==> config.mk <==
export PLATFORM = sky130hd
export DESIGN_NAME = uart8_rx_fifo_flat
export DESIGN_NICKNAME = d
export VERILOG_FILES = /design/src/rtl/uart8_rx_fifo_if.sv /design/src/rtl/uart8_rx_fifo.sv /design/src/flat_wrapper.sv
export SDC_FILE = /design/constraint.sdc
export NUM_CORES = 1
export LEC_CHECK = 0
export BUFFER_PORTS_ARGS = -buffer_cell sky130_fd_sc_hd__buf_2
export CORE_MARGIN = 2
export CORE_UTILIZATION = 45
export CTS_BUF_LIST = sky130_fd_sc_hd__clkbuf_2 sky130_fd_sc_hd__clkbuf_4 sky130_fd_sc_hd__clkbuf_8
export DETAILED_ROUTE_END_ITERATION = 10
export PLACE_DENSITY_LB_ADDON = 0.05
export SLEW_MARGIN = 40
export SYNTH_ARGS = -nofsm -noshare
export SYNTH_HDL_FRONTEND = slang
export SYNTH_SLANG_ARGS = --single-unit
==> constraint.sdc <==
create_clock -name clk -period 2.9 [get_ports clk]
set_input_delay 0.58 -clock clk [delete_from_list [all_inputs] [get_ports clk]]
set_output_delay 0.58 -clock clk [all_outputs]
set_load 0.05 [all_outputs]
==> src/rtl/uart8_rx_fifo_if.sv <==
// rtl/uart8_rx_fifo_if.sv - consumer-side byte stream (valid/ready) of the UART receive FIFO
interface uart8_rx_fifo_if #(
  parameter int DATA_WIDTH = 8
);
  logic [DATA_WIDTH-1:0] rd_data;
  logic                  rd_valid;
  logic                  rd_ready;

  modport master (output rd_data, output rd_valid, input rd_ready);
  modport slave  (input rd_data, input rd_valid, output rd_ready);
endinterface

==> src/rtl/uart8_rx_fifo.sv <==
// rtl/uart8_rx_fifo.sv - show-ahead byte FIFO behind the UART receiver
// with sticky overrun/framing status and a saturating dropped-byte counter.
module uart8_rx_fifo #(
  parameter int DATA_WIDTH = 8,
  parameter int DEPTH_LOG2 = 4
) (
  input  logic                  clk,
  input  logic                  rst,
  input  logic                  i_en,
  input  logic [DATA_WIDTH-1:0] i_rx_data,
  input  logic                  i_rx_done,
  input  logic                  i_rx_err,
  uart8_rx_fifo_if.master       rd_if,
  output logic [DEPTH_LOG2:0]   o_count,
  output logic                  o_full,
  output logic                  o_overrun,
  output logic                  o_frame_err,
  output logic [7:0]            o_drop_count,
  input  logic                  i_err_clear
);
  localparam int                DEPTH   = 1 << DEPTH_LOG2;
  localparam logic [DEPTH_LOG2:0] C_DEPTH = (DEPTH_LOG2 + 1)'(DEPTH);

  logic [DATA_WIDTH-1:0] r_mem [DEPTH];
  logic [DEPTH_LOG2-1:0] r_wr_ptr;
  logic [DEPTH_LOG2-1:0] r_rd_ptr;
  logic [DEPTH_LOG2:0]   r_count;
  logic                  r_done_q;
  logic                  r_err_q;
  logic                  r_overrun;
  logic                  r_frame_err;
  logic [7:0]            r_drop_count;

  logic w_push;
  logic w_frame;
  logic w_full;
  logic w_valid;
  logic w_pop;
  logic w_wr_ok;
  logic w_drop;

  assign w_push  = i_rx_done & ~r_done_q;
  assign w_frame = i_rx_err & ~r_err_q;
  assign w_full  = (r_count == C_DEPTH);
  assign w_valid = (r_count != '0);
  assign w_pop   = w_valid & rd_if.rd_ready;
  // A pop in the same cycle frees the slot, so a push into a full FIFO is kept.
  assign w_wr_ok = w_push & (~w_full | w_pop);
  assign w_drop  = w_push & w_full & ~w_pop;

  assign rd_if.rd_data  = r_mem[r_rd_ptr];
  assign rd_if.rd_valid = w_valid;
  assign o_count        = r_count;
  assign o_full         = w_full;
  assign o_overrun      = r_overrun;
  assign o_frame_err    = r_frame_err;
  assign o_drop_count   = r_drop_count;

  // Edge detectors keep sampling while disabled so a strobe spanning en=0 is not replayed.
  always_ff @(posedge clk or posedge rst) begin
    if (rst) begin
      r_done_q <= 1'b0;
      r_err_q  <= 1'b0;
    end else begin
      r_done_q <= i_rx_done;
      r_err_q  <= i_rx_err;
    end
  end

  always_ff @(posedge clk) begin
    if (i_en && w_wr_ok) begin
      r_mem[r_wr_ptr] <= i_rx_data;
    end
  end

  always_ff @(posedge clk or posedge rst) begin
    if (rst) begin
      r_wr_ptr     <= '0;
      r_rd_ptr     <= '0;
      r_count      <= '0;
      r_overrun    <= 1'b0;
      r_frame_err  <= 1'b0;
      r_drop_count <= '0;
    end else if (!i_en) begin
      r_wr_ptr     <= '0;
      r_rd_ptr     <= '0;
      r_count      <= '0;
      r_overrun    <= 1'b0;
      r_frame_err  <= 1'b0;
      r_drop_count <= '0;
    end else begin
      if (w_wr_ok) begin
        r_wr_ptr <= r_wr_ptr + DEPTH_LOG2'(1);
      end
      if (w_pop) begin
        r_rd_ptr <= r_rd_ptr + DEPTH_LOG2'(1);
      end
      if (w_wr_ok && !w_pop) begin
        r_count <= r_count + (DEPTH_LOG2 + 1)'(1);
      end else if (!w_wr_ok && w_pop) begin
        r_count <= r_count - (DEPTH_LOG2 + 1)'(1);
      end

      // New events take priority over a coincident clear.
      if (w_drop) begin
        r_overrun <= 1'b1;
      end else if (i_err_clear) begin
        r_overrun <= 1'b0;
      end

      if (w_frame) begin
        r_frame_err <= 1'b1;
      end else if (i_err_clear) begin
        r_frame_err <= 1'b0;
      end

      if (w_drop) begin
        if (i_err_clear) begin
          r_drop_count <= 8'd1;
        end else if (r_drop_count != 8'hFF) begin
          r_drop_count <= r_drop_count + 8'd1;
        end
      end else if (i_err_clear) begin
        r_drop_count <= '0;
      end
    end
  end
endmodule

==> src/flat_wrapper.sv <==
// flat-port wrapper written by rule: the top's interface ports become plain ports
module uart8_rx_fifo_flat 
#(
  parameter int DATA_WIDTH = 8,
  parameter int DEPTH_LOG2 = 4
)
  (clk, rst, i_en, i_rx_data, i_rx_done, i_rx_err, o_count, o_full, o_overrun, o_frame_err, o_drop_count, i_err_clear, rd_if_rd_data, rd_if_rd_valid, rd_if_rd_ready);
  uart8_rx_fifo_if #(.DATA_WIDTH(DATA_WIDTH)) rd_if_i ();
  input  logic clk;
  input  logic rst;
  input  logic i_en;
  input  logic [DATA_WIDTH-1:0] i_rx_data;
  input  logic i_rx_done;
  input  logic i_rx_err;
  output logic [DEPTH_LOG2:0] o_count;
  output logic o_full;
  output logic o_overrun;
  output logic o_frame_err;
  output logic [7:0] o_drop_count;
  input  logic i_err_clear;
  output wire logic [$bits(rd_if_i.rd_data)-1:0] rd_if_rd_data;
  output wire logic [$bits(rd_if_i.rd_valid)-1:0] rd_if_rd_valid;
  input wire logic [$bits(rd_if_i.rd_ready)-1:0] rd_if_rd_ready;
  assign rd_if_rd_data = rd_if_i.rd_data;
  assign rd_if_rd_valid = rd_if_i.rd_valid;
  assign rd_if_i.rd_ready = rd_if_rd_ready;
  uart8_rx_fifo #(.DATA_WIDTH(DATA_WIDTH), .DEPTH_LOG2(DEPTH_LOG2)) u_core (.clk(clk), .rst(rst), .i_en(i_en), .i_rx_data(i_rx_data), .i_rx_done(i_rx_done), .i_rx_err(i_rx_err), .rd_if(rd_if_i), .o_count(o_count), .o_full(o_full), .o_overrun(o_overrun), .o_frame_err(o_frame_err), .o_drop_count(o_drop_count), .i_err_clear(i_err_clear));
endmodule
# ---- Word level (Yosys, flattened, before mapping)
# Memory sizes are Yosys's and may differ from the RTL's.
# Cells that the tools add are included.
dict set report totals {
  inputBits 15
  memories 1
  elab_cells 59
  ramBits 128
  reg_bits 25
  out_inout_bits 25
}
# name words width read_ports rd_ports_with_merged_regs wr line
set memory_table {}
lappend memory_table {u_core.r_mem 16 8 1 0 1 uart8_rx_fifo.sv:24} ;# logic [DATA_WIDTH-1:0] r_mem [DEPTH];
dict set report classes {
  n_bitwise 11
  reduce_logical 7
  eq_ne 8
  n_addsub 5
  muxes 19
}
# op count
set op_table {}
lappend op_table {{8-bit 2-to-1 mux} 5}
lappend op_table {{4-bit 2-to-1 mux} 4}
lappend op_table {{5-bit 2-to-1 mux} 3}
lappend op_table {{3-bit by 1-bit != test with 1-bit output, second input constant} 4}
lappend op_table {{4-bit by 1-bit adder with 4-bit output, second input constant} 2}
lappend op_table {{8-bit by 1-bit adder with 8-bit output, second input constant} 1}
lappend op_table {{8-bit != test, second input constant} 1}
lappend op_table {{1-bit 2-to-1 mux} 7}
lappend op_table {{1-bit AND} 6}
lappend op_table {{5-bit by 1-bit adder with 5-bit output, second input constant} 1}
lappend op_table {{5-bit equality test, second input constant} 1}
lappend op_table {{5-bit nonzero test} 1}
lappend op_table {{5-bit by 1-bit subtractor with 5-bit output, second input constant} 1}
lappend op_table {{2-bit by 1-bit != test with 1-bit output, second input constant} 2}
lappend op_table {{1-bit NOT} 4}
lappend op_table {{1-bit logical AND} 3}
lappend op_table {{1-bit zero test} 2}
lappend op_table {{2-bit AND reduction} 1}
lappend op_table {{1-bit bitwise OR} 1}

# ---- Longest topological paths before layout
# Gate-level depths: netlist (run 1).
dict set report depth {
  word_depth 9
  ltp_mapped 8
  ltp_nobuf 7
}

# ---- Worst setup path after synthesis (run 1)
# No wires, ideal clock.
dict set report synth_path {
  kind {flip-flop to flip-flop}
  from {reg u_core.r_count[1], in the netlist u_core.o_count[1]}
  to {reg u_core.r_count[4], in the netlist u_core.o_count[4]}
  t_required_ns 2.763
  setup_time_ns 0.137
  arrival_time_ns 2.583
  period_less_slack_ns 2.720
  path_stages_with_launch 9
  slack_ns 0.180
  path_buffers 1
  cell_sequence {dfrtp_1 > or4_1 > buf_6 > o211ai_2 > ha_1 > a21oi_1 > a211oi_1 > a31oi_1 > a31oi_1}
}
dict set report synth_via {
  elab_chain_len 7
  word_cells_on_any_way 16
  cone_classes {2 x add/sub; 2 x eq/ne; 3 x mux; 4 x bitwise; 5 x reduce/logical}
}
# element line
set synth_rtl {}
lappend synth_rtl {{start: declaration} uart8_rx_fifo.sv:27} ;# logic [DEPTH_LOG2:0] r_count;
lappend synth_rtl {{start signal: assignment} uart8_rx_fifo.sv:99} ;# r_count <= r_count + (DEPTH_LOG2 + 1)'(1);
lappend synth_rtl {{start signal: assignment} uart8_rx_fifo.sv:101} ;# r_count <= r_count - (DEPTH_LOG2 + 1)'(1);
lappend synth_rtl {{parallel branches: the longest is 7 deep, another holds 5-bit by 1-bit subtractor with 5-bit output} -}
# Several ways; the timed one is not identified. The select of a mux whose other input is x is not followed.
# A chain may end at the register's enable or synchronous reset.

# ---- Worst setup path in the final report (run 1)
dict set report layout_path {
  from {reg u_core.r_rd_ptr[0]}
  to {out rd_if_rd_data[4]}
}
dict set report layout_via {
  elab_chain_len 1
}
# element line
set layout_rtl {}
lappend layout_rtl {{start: declaration} uart8_rx_fifo.sv:26} ;# logic [DEPTH_LOG2-1:0] r_rd_ptr;
lappend layout_rtl {{start signal: assignment} uart8_rx_fifo.sv:96} ;# r_rd_ptr <= r_rd_ptr + DEPTH_LOG2'(1);
lappend layout_rtl {{memory 16 x 8 bit} -}
lappend layout_rtl {{end: declaration} flat_wrapper.sv:21} ;# output wire logic [$bits(rd_if_i.rd_data)-1:0] rd_if_rd_data;
# Every way passes these cells.

==> results.sh, run 1 <==
export IMPL_outcome="finished with violations"
export IMPL_failed_checks="negative setup slack"
export IMPL_pin_count=40
export IMPL_pre_antenna_drt_iters=5
export IMPL_die_h_um=124
export IMPL_synth_cell_types=50
export IMPL_critical_path_startpoint_type="flop"
export IMPL_ys_async_sr_fraction_pct=16.3
export IMPL_global_route_usage_total_pct=19.9
export IMPL_final_period_minus_worst_setup_slack_ns=2.91
export IMPL_clkLatencyLatePin_ns=0.45
export IMPL_clock_fmax_mhz=344
export IMPL_report_final_setup_viol=1
export IMPL_fin_area_um2=7750
export IMPL_floorplan_die_width_um=124
export IMPL_synth_area_per_cell_um2=18.5
export IMPL_rows=43
export IMPL_p_switching_mw=1.70
export IMPL_route_final_wire_length_mm=13.9
export IMPL_path_max_fanout=7
export IMPL_pwr_share_comb_pct=27.4
export IMPL_synth_warnings=0
export IMPL_cts_num_sinks=153
export IMPL_tritoncts_clock_tree="done"
export IMPL_cp_num_buf_inv=3
export IMPL_ys_seq_elements=153
export IMPL_timing_max_transition_violations_final=0
export IMPL_power_per_cell_area_nw_per_um2=766
export IMPL_total_leakage_power_nw=2.76
export IMPL_synth_enable_flop_cells=128
export IMPL_sw_frac_of_total_pct=28.6
export IMPL_drt_drc_violations_left=0
export IMPL_diodes=0
export IMPL_syn_num_nets=376
export IMPL_ctsHtreeMaxLevel=4
export IMPL_avgRoutedWirePerCell_um=22.1
export IMPL_grt_setup_unrepaired="true"
export IMPL_routabilityCongestion=0.829
export IMPL_critPathRequiredTime_ns=2.32
export IMPL_timing_hold_ws_ns=0.244
export IMPL_tightestPinTransition_ns=0.739
export IMPL_postPlaceCellArea_um2=7130
export IMPL_syn_cell_area_um2=6460
export IMPL_timing_hold_worst_class="input pin to asynchronous set/reset pin"
export IMPL_drive_gt1_share_pct=37.1
export IMPL_hpwl_mm=9.25
export IMPL_synthToLayoutAreaGrowth_pct=20.0
export IMPL_worst_ir_drop_vdd_mv=0.447
export IMPL_grt_first_pass_wirelength_mm=21.2
export IMPL_criticalPathCategory="flop to output port"
export IMPL_vias_per_cell=5.56
export IMPL_floorplan_initialDensity_pct=46.4
export IMPL_maxCapViolations=0
export IMPL_fp_dieArea_um2=15300
export IMPL_buffer_ports_inserted=39
export IMPL_post_place_ws_ns=0.370
export IMPL_grt_start_max_net_pins=36
export IMPL_number_of_antenna_violations_at_the_first_check_in_global_routing=1
export IMPL_leading_cell_type_in_the_layout_fill_and_taps_excluded="edfxtp_1"
export IMPL_cts_reportedPaths_clkPinSlew_ns=0.09
export IMPL_grt_pass1_vias=3597
export IMPL_worst_clock_skew_ns=0.0178
export IMPL_number_of_drc_markers_in_iteration_0=292
export IMPL_crit_path_cell_trace="buf_12 > buf_12 > mux4_2 > mux4_2 > buf_6"
export IMPL_post_cts_hold_buffer_count=0
export IMPL_final_cell_mix="128 x edfxtp_1, 40 x mux4_2, 35 x buf_4, 31 x buf_2, 26 x nor2_1"
export IMPL_via_count=3504
export IMPL_cts_root_buffer_cell="clkbuf_8"
export IMPL_hold_violations=0
export IMPL_grt_overflow_total=0
export IMPL_internal_power_component_mw=4.24
export IMPL_synth_seq_area_share_pct=69.2
export IMPL_netlist_instances=350
export IMPL_critPathTopFamily="multiplexers"
export IMPL_slowest_stage="mux4_2"
export IMPL_route_antenna_remaining_nets=0
export IMPL_seq_power_share_pct=41.9
export IMPL_layout_nets=463
export IMPL_core_region_area_um2=13900
export IMPL_clock_power_share_pct=30.7
export IMPL_yosys_most_used_dff="edfxtp_1"
export IMPL_final_period_utilization_pct=100
export IMPL_worst_setup_path_end_kind="output port"
export IMPL_numCtsBuffers=17
export IMPL_slowest_stage_delay_on_critical_path_ns=0.53
export IMPL_worst_slew_margin_rel_pct=50.6
export IMPL_clockBufferDepth=2
export IMPL_timing_critical_path_arrival_ns=2.33
export IMPL_fin_ws_ns=-0.00853
==> state kept, by name (all words and copies together), names as in the netlist <==
signal,cells
u_core.o_count,5
u_core.o_drop_count,8
u_core.o_frame_err,1
u_core.o_overrun,1
u_core.r_done_q,1
u_core.r_err_q,1
u_core.r_mem,128
u_core.r_rd_ptr,4
u_core.r_wr_ptr,4
==> metrics by stage <==
stage / std cells / util (%) / TNS, ns / power (mW)
2_1_floorplan: 350 / - / 0 / 3.62
3_3_place_gp: 592 / 51.1 / 0 / 3.97
3_5_place_dp: 592 / 51.1 / 0 / 3.97
4_1_cts: 627 / 55.1 / -0.335 / 5.92
5_1_grt: 630 / 55.6 / -0.257 / 6.19
6_report: 630 / 55.6 / -0.00853 / 5.94
==> synthesized netlist by cell type (2+ instances only) <==
master / instances / area (um2)
xor2_1: 3 / 26.3
o211ai_1: 3 / 22.5
nor2_1: 27 / 101
a21o_1: 2 / 15.0
mux2i_1: 4 / 40.0
buf_2: 4 / 20.0
nand2b_1: 7 / 43.8
nor3_1: 2 / 10.0
edfxtp_1: 128 / 3840
and4_1: 3 / 26.3
xnor2_1: 3 / 26.3
o21ai_0: 2 / 10.0
inv_1: 7 / 26.3
nand3_1: 7 / 35.0
mux4_2: 40 / 901
or3_1: 2 / 12.5
mux2_4: 3 / 45.0
nor2b_1: 2 / 12.5
buf_6: 2 / 22.5
a31oi_1: 5 / 31.3
and3_1: 3 / 18.8
dfrtp_1: 25 / 626
a211oi_1: 3 / 22.5
nand4_1: 3 / 18.8
clkbuf_1: 6 / 22.5
nand3b_1: 3 / 22.5
ha_1: 10 / 125
nand2_1: 9 / 33.8
a21oi_1: 11 / 55.1
==> final cells by class <==
cell class,count,area [um2]
Clock buffer,20,256
Clock inverter,12,195
Fill cell,1123,6180
Inverter,7,26.3
Multi-Input combinational cell,176,1890
Sequential cell,153,4470
Tap cell,180,225
Timing Repair Buffer,82,687
==> routing by layer <==
layer / vias up / global-route usage [%] / wire length (um)
met5: - / 0 / 13
met4: 2 / 6.32 / 136
met3: 11 / 5.36 / 604
met2: 71 / 30.6 / 6810
met1: 1835 / 27.8 / 6380
li1: 1585 / - / -
==> logic make-up after synthesis <==
| family | after synthesis | synth area share, % |
|---|---|---|
| multiplexers | 47 | 15.3 |
| adder cells (fa/ha/maj) | 11 | 2.25 |
| XOR/XNOR | 6 | 0.813 |
| flip-flops | 153 | 69.2 |
| buffers and inverters | 21 | 1.59 |
| AO/OA/AOI/OAI | 34 | 4.32 |
| AND/OR/NAND/NOR | 78 | 6.62 |
==> power groups by stage <==
| stage | Clock, mW | Sequential [mW] | Combinational, mW |
|---|---|---|---|
| final | 1.83 | 2.49 | 1.63 |
| after global routing | 1.95 | 2.50 | 1.74 |
| after CTS | 1.86 | 2.50 | 1.55 |
| after detailed placement | 0 | 2.55 | 1.42 |
| after global placement | 0 | 2.55 | 1.42 |
| after floorplan | 0 | 2.62 | 0.995 |
==> path summary, 6_finish.rpt <==
check / to / start / slack [ns] / depth (start not counted)
worst max-delay path: rd_if_rd_data[4] / u_core.r_rd_ptr[0]$_DFFE_PP0P_ / -0.009 / 5
worst min-delay path: u_core.o_drop_count[0]$_DFFE_PP0P_ / rst / 0.24 / 2
worst max register to register: u_core.o_count[4]$_DFFE_PP0P_ / u_core.o_count[1]$_DFFE_PP0P_ / 0.39 / 8
worst min register to register: u_core.o_frame_err$_DFFE_PP0P_ / u_core.r_err_q$_DFF_PP0_ / 0.51 / 2
max in group asynchronous: u_core.o_count[3]$_DFFE_PP0P_ / rst / 2.03 / 3
min in group clk: u_core.r_err_q$_DFF_PP0_ / i_rx_err / 0.26 / 1
==> repair_timing <==
action                                  4_1_cts  5_1_grt
resized for setup                            17        1
setup buffers                                 2        1
gates cloned                                  1        3
endpoints found under the setup margin        8        8
hold endpoints to repair                      0        0
Power figures use the tool's default switching activity.
==> inputs of run 2 (changes only) <==
--- a/config.mk
+++ b/config.mk
@@ -5,12 +5,14 @@
 export SDC_FILE = /design/constraint.sdc
 export NUM_CORES = 1
 export LEC_CHECK = 0
-export BUFFER_PORTS_ARGS = -buffer_cell sky130_fd_sc_hd__buf_2
 export CORE_MARGIN = 2
 export CORE_UTILIZATION = 45
 export CTS_BUF_LIST = sky130_fd_sc_hd__clkbuf_2 sky130_fd_sc_hd__clkbuf_4 sky130_fd_sc_hd__clkbuf_8
 export DETAILED_ROUTE_END_ITERATION = 10
+export DONT_BUFFER_PORTS = 1
+export MAX_ROUTING_LAYER = met4
 export PLACE_DENSITY_LB_ADDON = 0.05
+export SKIP_LAST_GASP = 1
 export SLEW_MARGIN = 40
 export SYNTH_ARGS = -nofsm -noshare
 export SYNTH_HDL_FRONTEND = slang
==> results.sh, run 2 (synthesized netlist as in run 1, its figures left out) <==
export IMPL_pwr_share_comb_pct=25.4
export IMPL_worst_ir_drop_vdd_mv=0.426
export IMPL_route_final_wire_length_mm=13.8
export IMPL_grt_most_used_layer="met2"
export IMPL_final_period_minus_worst_setup_slack_ns=2.88
export IMPL_power_per_cell_area_nw_per_um2=758
export IMPL_synthToLayoutAreaGrowth_pct=12.8
export IMPL_rr_startpoint="u_core.o_count[2]$_DFFE_PP0P_"
export IMPL_hpwl_mm=9.16
export IMPL_final_cell_mix="128 x edfxtp_1, 40 x mux4_2, 25 x buf_4, 24 x dfrtp_1, 23 x nor2_1"
export IMPL_clock_fmax_mhz=348
export IMPL_path_max_fanout=11
export IMPL_grt_setup_unrepaired="true"
export IMPL_critPathRequiredTime_ns=2.32
export IMPL_leading_cell_type_in_the_layout_fill_and_taps_excluded="edfxtp_1"
export IMPL_clockBufferDepth=2
export IMPL_timing_hold_ws_ns=0.0681
export IMPL_timing_hold_worst_class="input pin to asynchronous set/reset pin"
export IMPL_number_of_antenna_violations_at_the_first_check_in_global_routing=0
export IMPL_fp_dieArea_um2=15300
export IMPL_postPlaceCellArea_um2=6860
export IMPL_worst_clock_skew_ns=0.0155
export IMPL_rows=43
export IMPL_pin_count=40
export IMPL_total_power_mw=5.53
export IMPL_floorplan_die_width_um=124
export IMPL_grt_start_max_net_pins=26
export IMPL_timing_critical_path_arrival_ns=2.30
export IMPL_numCtsBuffers=17
export IMPL_fillers=1113
export IMPL_grt_first_pass_wirelength_mm=21.3
export IMPL_p_switching_mw=1.64
export IMPL_report_final_setup_viol=0
export IMPL_met1_grt_util_pct=27.9
export IMPL_seq_power_share_pct=45.0
export IMPL_route_antenna_remaining_nets=0
export IMPL_numPlacedInstances=544
export IMPL_critical_path_startpoint_type="flop"
export IMPL_via_count=3318
export IMPL_sw_frac_of_total_pct=29.6
export IMPL_pre_antenna_drt_iters=4
export IMPL_tightestPinTransition_ns=0.680
export IMPL_met3_usage_pct=5.91
export IMPL_post_cts_hold_buffer_count=0
export IMPL_fin_area_um2=7290
export IMPL_reg2reg_slack_ns=0.40
export IMPL_registers_top_by_ff_count="u_core.r_mem"
export IMPL_cts_num_sinks=153
export IMPL_layout_nets=410
export IMPL_clkLatencyLatePin_ns=0.45
export IMPL_post_place_ws_ns=0.412
export IMPL_fin_tns_setup_ns=0
export IMPL_ctsHtreeMaxLevel=4
export IMPL_criticalPathCategory="flop to output port"
export IMPL_internal_power_component_mw=3.89
export IMPL_worst_setup_path_end_kind="output port"
export IMPL_hold_violations=0
export IMPL_tritoncts_clock_tree="done"
export IMPL_clock_power_share_pct=29.6
export IMPL_drive_gt1_share_pct=29.7
export IMPL_core_region_area_um2=13900
export IMPL_maxCapViolations=0
export IMPL_cts_reportedPaths_clkPinSlew_ns=0.09
export IMPL_fin_ws_ns=0.0227
export IMPL_grt_use_met2_pct=31.1
export IMPL_diodes=0
export IMPL_cts_root_buffer_cell="clkbuf_8"
export IMPL_routabilityCongestion=0.857
export IMPL_outcome="completed"
export IMPL_global_route_usage_total_pct=20.7
export IMPL_floorplan_initialDensity_pct=46.4
export IMPL_drt_drc_violations_left=0
export IMPL_number_of_drc_markers_in_iteration_0=199
export IMPL_total_leakage_power_nw=2.45
export IMPL_layout_core_utilization_pct=52.3
export IMPL_timing_max_transition_violations_final=0
export IMPL_instances_no_fill=577
export IMPL_grt_pass1_vias=3431
export IMPL_avgRoutedWirePerCell_um=23.9
export IMPL_die_h_um=124
export IMPL_r2r_worst_path_cells=7
export IMPL_grt_overflow_total=0
export IMPL_worst_slew_margin_rel_pct=54.4
export IMPL_largest_register_ff_count=128
export IMPL_buffer_ports_inserted=0
export IMPL_r2r_end="u_core.o_count[4]$_DFFE_PP0P_"
export IMPL_vias_per_cell=5.75
export IMPL_final_period_utilization_pct=99.2
## run 2: cell types whose count changed in the layout (fill, tap and decap cells not counted), moves of 3 or more
cell / previous run / this run
buf_2: 31 / 0
buf_4: 35 / 25
buf_6: 7 / 0
clkinv_2: 3 / 7
clkbuf_16: 3 / 0
nor2_1: 26 / 23
nor2_2: 1 / 4
## run 2: what timing repair did
item	in CTS	in global routing
gates cloned	1	0
setup endpoints to repair	5	8
resized for setup	2	1
setup buffers	1	0
## run 2: how the worst max path moves through the flow
stage,end,from
after floorplan,u_core.o_count[4]$_DFFE_PP0P_,u_core.o_count[1]$_DFFE_PP0P_
after global placement,rd_if_rd_data[3],u_core.r_rd_ptr[0]$_DFFE_PP0P_
after detailed placement,u_core.o_count[4]$_DFFE_PP0P_,u_core.o_count[2]$_DFFE_PP0P_
after CTS,rd_if_rd_data[2],u_core.r_rd_ptr[0]$_DFFE_PP0P_
after global routing,rd_if_rd_data[3],u_core.r_rd_ptr[0]$_DFFE_PP0P_
final,rd_if_rd_data[6],u_core.r_rd_ptr[0]$_DFFE_PP0P_
## run 2: power groups by stage
stage	Sequential (mW)	Clock [mW]	Combinational (mW)
after global placement	2.53	0	1.38
after detailed placement	2.53	0	1.39
after floorplan	2.62	0	0.995
after CTS	2.49	1.67	1.46
after global routing	2.50	1.78	1.50
final	2.49	1.64	1.40
## run 2: area by class of cell
type | count | area [um2] | area share, %
clock buffer | 19 | 255 | 3.50
clock inverter | 13 | 151 | 2.08
sequential | 153 | 4470 | 61.3
inverter | 7 | 26.3 | 0.360
timing repair buffer | 29 | 263 | 3.60
multi-input combinational | 176 | 1900 | 26.1
tap | 180 | 225 | 3.09
## run 2: routing by layer
layer  wire, um  part of all wire (%)
met5          0                     0
met4        151                   1.1
met3        647                   4.7
met2       6780                    49
met1       6230                    45
## run 2: worst max-delay path: stages (launching register included)
cell and delay, ns:
dfrtp_2 0.44, buf_12 0.18, mux4_2 0.54, mux4_2 0.68
